===== src/rtl/dmem_arbiter.sv =====
// Round-robin arbiter sharing one data-memory port between the core LSU (m0)
// and a secondary master (m1); generates the core stall and per-access timeouts.
module dmem_arbiter #(
  parameter int unsigned TIMEOUT = 15
) (
  input  logic        clk_i,
  input  logic        rst_i,
  input  logic        m0_req_i,
  input  logic        m0_we_i,
  input  logic [3:0]  m0_be_i,
  input  logic [31:0] m0_addr_i,
  input  logic [31:0] m0_wd_i,
  output logic [31:0] m0_rd_o,
  output logic        m0_stall_o,
  output logic        m0_err_o,
  input  logic        m1_req_i,
  input  logic        m1_we_i,
  input  logic [3:0]  m1_be_i,
  input  logic [31:0] m1_addr_i,
  input  logic [31:0] m1_wd_i,
  output logic [31:0] m1_rd_o,
  output logic        m1_ready_o,
  output logic        m1_err_o,
  output logic        mem_req_o,
  output logic        mem_we_o,
  output logic [3:0]  mem_be_o,
  output logic [31:0] mem_addr_o,
  output logic [31:0] mem_wd_o,
  input  logic [31:0] mem_rd_i,
  input  logic        mem_ready_i
);

  localparam int unsigned CW = (TIMEOUT > 1) ? $clog2(TIMEOUT) : 1;

  typedef enum logic [1:0] {IDLE, WAIT0, WAIT1} state_t;

  state_t          r_state, w_state_nxt;
  logic            r_prio, w_prio_nxt;
  logic [CW-1:0]   r_cnt, w_cnt_nxt;
  logic            r_we;
  logic [3:0]      r_be;
  logic [31:0]     r_addr, r_wd;

  logic            w_gnt0, w_gnt1, w_timeout;
  logic            w_we;
  logic [3:0]      w_be;
  logic [31:0]     w_addr, w_wd;

  // prio=0 favours m0 on a tie, prio=1 favours m1
  assign w_gnt0 = m0_req_i & ~(m1_req_i & r_prio);
  assign w_gnt1 = m1_req_i & ~(m0_req_i & ~r_prio);

  assign w_we   = w_gnt1 ? m1_we_i   : m0_we_i;
  assign w_be   = w_gnt1 ? m1_be_i   : m0_be_i;
  assign w_addr = w_gnt1 ? m1_addr_i : m0_addr_i;
  assign w_wd   = w_gnt1 ? m1_wd_i   : m0_wd_i;

  always_ff @(posedge clk_i or posedge rst_i) begin
    if (rst_i) begin
      r_state <= IDLE;
      r_prio  <= 1'b0;
      r_cnt   <= '0;
    end else begin
      r_state <= w_state_nxt;
      r_prio  <= w_prio_nxt;
      r_cnt   <= w_cnt_nxt;
    end
  end

  always_ff @(posedge clk_i or posedge rst_i) begin
    if (rst_i) begin
      r_we   <= 1'b0;
      r_be   <= '0;
      r_addr <= '0;
      r_wd   <= '0;
    end else if (r_state == IDLE && (w_gnt0 || w_gnt1)) begin
      r_we   <= w_we;
      r_be   <= w_be;
      r_addr <= w_addr;
      r_wd   <= w_wd;
    end
  end

  always_comb begin
    w_state_nxt = r_state;
    w_prio_nxt  = r_prio;
    w_cnt_nxt   = r_cnt;
    w_timeout   = 1'b0;
    mem_req_o   = 1'b0;
    mem_we_o    = 1'b0;
    mem_be_o    = '0;
    mem_addr_o  = '0;
    mem_wd_o    = '0;
    m0_rd_o     = '0;
    m0_err_o    = 1'b0;
    m1_rd_o     = '0;
    m1_ready_o  = 1'b0;
    m1_err_o    = 1'b0;
    case (r_state)
      IDLE: begin
        // reset gating keeps the port quiet while rst_i is held with requests pending
        if (!rst_i && (w_gnt0 || w_gnt1)) begin
          mem_req_o   = 1'b1;
          mem_we_o    = w_we;
          mem_be_o    = w_be;
          mem_addr_o  = w_addr;
          mem_wd_o    = w_wd;
          w_state_nxt = w_gnt1 ? WAIT1 : WAIT0;
          w_cnt_nxt   = '0;
        end
      end
      WAIT0, WAIT1: begin
        mem_req_o  = 1'b1;
        mem_we_o   = r_we;
        mem_be_o   = r_be;
        mem_addr_o = r_addr;
        mem_wd_o   = r_wd;
        w_timeout  = (TIMEOUT != 0) && !mem_ready_i && (r_cnt == CW'(TIMEOUT - 1));
        if (r_state == WAIT0) begin
          m0_rd_o  = mem_ready_i ? mem_rd_i : '0;
          m0_err_o = w_timeout;
        end else begin
          m1_rd_o    = mem_ready_i ? mem_rd_i : '0;
          m1_ready_o = mem_ready_i;
          m1_err_o   = w_timeout;
        end
        if (mem_ready_i || w_timeout) begin
          w_state_nxt = IDLE;
          w_prio_nxt  = (r_state == WAIT0);
        end else begin
          w_cnt_nxt = r_cnt + CW'(1);
        end
      end
      default: w_state_nxt = IDLE;
    endcase
  end

  assign m0_stall_o = m0_req_i & ~((r_state == WAIT0) & (mem_ready_i | w_timeout));

endmodule


===== config.mk =====
export PLATFORM = sky130hd
export DESIGN_NAME = dmem_arbiter
export DESIGN_NICKNAME = d
export VERILOG_FILES = /design/src/rtl/dmem_arbiter.sv
export SDC_FILE = /design/constraint.sdc
export NUM_CORES = 1
export LEC_CHECK = 0
export ABC_CLOCK_PERIOD_IN_PS = 2700
export CAP_MARGIN = 10
export CORE_AREA = 2 2 122 124
export CTS_BUF_LIST = sky130_fd_sc_hd__clkbuf_4 sky130_fd_sc_hd__clkbuf_8
export DETAILED_ROUTE_END_ITERATION = 10
export DIE_AREA = 0 0 124 126
export DONT_BUFFER_PORTS = 1
export HOLD_SLACK_MARGIN = 0.08
export SYNTH_ARGS = -nofsm -noshare
export SYNTH_HDL_FRONTEND = slang
export SYNTH_SLANG_ARGS = --single-unit
export TNS_END_PERCENT = 10

===== constraint.sdc =====
create_clock -name clk_i -period 2.7 [get_ports clk_i]
set_input_delay 0 -clock clk_i [delete_from_list [all_inputs] [get_ports clk_i]]
set_output_delay 0 -clock clk_i [all_outputs]
set_load 0.01 [all_outputs]

==> run metrics <==
Syn Area/Cell 8.257 sq um; Pins Over Slew Limit 0; crit end category flop; largest fanout on the critical path 71; startpoint types flop; Syn Nets roughly 760; VDD IR-drop max roughly 0.00045 V; Die H about 130 microns; Clock Sinks 76; drt drc 0; grt ovf 0; Worst-Margin Slew 0.7434 ns; WP data required slightly below 3 ns; ys async rst share 1.000; Tcrit/Tclk final 0.9461; die width ~120 microns; placed insts between 700 and 800; post-detailed-routing wire length 17,330 microns; Fmax 0.3915 GHz; largest net degree at the start of global routing a little over 90; Power Total roughly 6 mW; routed via count between 4k and 5k; Setup Crit Path Kind reg -> reg; critical path endpoint r_wd[29]; Power Dens Cells approximately 900 mW/mm^2; first-pass iteration count of the detailed router 6; number of port buffers 0; worst hold slack between 0.1 and 0.15 ns; cts bufs inserted 9; area of the die approximately 0.016 sq mm; Core Box Area approximately 0.014 sq mm; Hold Path Origin m1_req_i; # IOs 313; Final GP Congestion between 0.7 and 0.8; fin util 0.4603; row count 44; RR Endpoint r_wd[29]; class of the worst hold path in -> reg; dominant synthesized flop cell dfrtp_1; outcome finished, final reports clean; Synth Register Bits 76; first-pass GRT wire length 25,710 microns; R2R cell count 5; min Tclk post-route between 2 and 3 ns; fraction of layout cells with a size suffix above 1 0.06073; Total GRT Usage 0.2180; RSZ-0062 raised after global routing false; Clock Latency Late Sink about 0.35 ns; main area contributors after synthesis dfrtp_1, mux2i_1, o21ai_0; CTS tree built; WL/cell ~19 microns; most frequent cells after synthesis nand2_1, o21ai_0, dfrtp_1; leading area contributor after synthesis dfrtp_1; DP HPWL 11,090 microns; EDFF count, synth 0; Initial Utilization 0.3369; sequential fraction of the synthesis area 0.3944; Root Driver clkbuf_8; skew final ~0.0081 ns; antenna violations before repair 1; top-area cell type share of the netlist area 0.3944; top-count cell post-synth nand2_1; Final #Nets 884; Slew HR 0.5044; fin cells about 900; ANT nets after route 0; Synth Cell Area between 0.004 and 0.005 sq mm; setup repair bufs after CTS 0; Final Hold Viols 0; final setup vio count 0; Mapped Cells between 500 and 600; CTS Buffer Depth 2; Leak 3.029 nW; Clock transition at path regs 0.08 ns; initial DRC count about 280; Setup TNS Final 0 ns; crit path DAT ~2.8 ns; vias in the first global route 4,837; H-tree Lvls 3; crit path from r_prio; Synth warnings 0; vias per std cell roughly 5.3; Worst R2R Setup Slack 0.15 ns; distinct cell type count after synthesis 28; reg2reg start r_prio; Max Cap Viol 0; area growth from synthesis to layout 36.64%
## metal layers
layer	wire, microns	vias to the layer above	GRT usage
li1	-	2196	-
met1	6004	2228	0.2173
met3	1291	50	0.05208
met2	9318	286	0.4118
met5	0	-	0
met4	709	0	0.1091
## registers in the layout (all words and copies together) (netlist names)
register,cells
r_be,4
r_we,1
r_state,2
r_wd,32
r_addr,32
r_prio,1
r_cnt,4
## placed cells by master (no fill, tap or decap), types with 3 or more instances in the layout
cell           count
mux2i_1           69
dfrtp_1           76
buf_4             10
clkbuf_8          10
nand2_1          147
o21ai_0          130
nor2_1             6
a21oi_1            5
dlygate4sd3_1    142
a21o_1             3
and2_1            64
and3_1             3
inv_1              4
o21ai_2           10
ha_1               5
## kinds of logic after synthesis
family / share of synthesized area
adder cells (fa/ha/maj): 0.01297
buffers and inverters: 0.05579
AND/OR/NAND/NOR: 0.2174
AO/OA/AOI/OAI: 0.1738
flip-flops: 0.3944
multiplexers: 0.1456
## worst min-delay path by stage
stage            endpoint  slack (ns)  cells past startpoint
2_1_floorplan  m0_stall_o        0.11                      2
3_3_place_gp   m0_rd_o[5]        0.15                      1
3_5_place_dp   m0_rd_o[0]        0.15                      1
4_1_cts          r_cnt[3]         0.1                      3
5_1_grt        m1_rd_o[6]        0.15                      1
6_report       r_state[1]        0.12                      3
## per-stage QoR
stage	instance area [sq um]	setup WS [ns]
global placement	4926	0.6804
CTS	6566	0.1850
floorplan	4822	0.7617
detailed placement	4926	0.6431
finish	6589	0.1454
global route	6589	0.03791
## area by class of cell
class | count | area (sq um)
inverter | 5 | 20.02
fill | 1307 | 7725
timing repair buffer | 154 | 1536
antenna | 1 | 2.502
tap | 184 | 230.2
clock buffer | 11 | 145.1
multi-input combinational | 458 | 2679
clock inverter | 4 | 73.82
sequential | 76 | 1902
## worst max-delay path: stages, from the launching register on
cell and delay (ns):
dfrtp_1 0.42, o21ai_4 0.18, buf_12 0.35, mux2i_1 0.55, dlygate4sd3_1 0.66, o21ai_0 0.08
## report_power, final
group	total [mW]	internal (mW)	switching (mW)
Sequential	2.00	1.68	0.318
Clock	0.984	0.552	0.432
Combinational	3.11	1.05	2.06
## what timing repair did
action                    in CTS  in global routing
resized for setup              0                  0
hold endpoints to repair     139                  0
hold buffers                 142                  0
(Power assumes the default switching activity.)
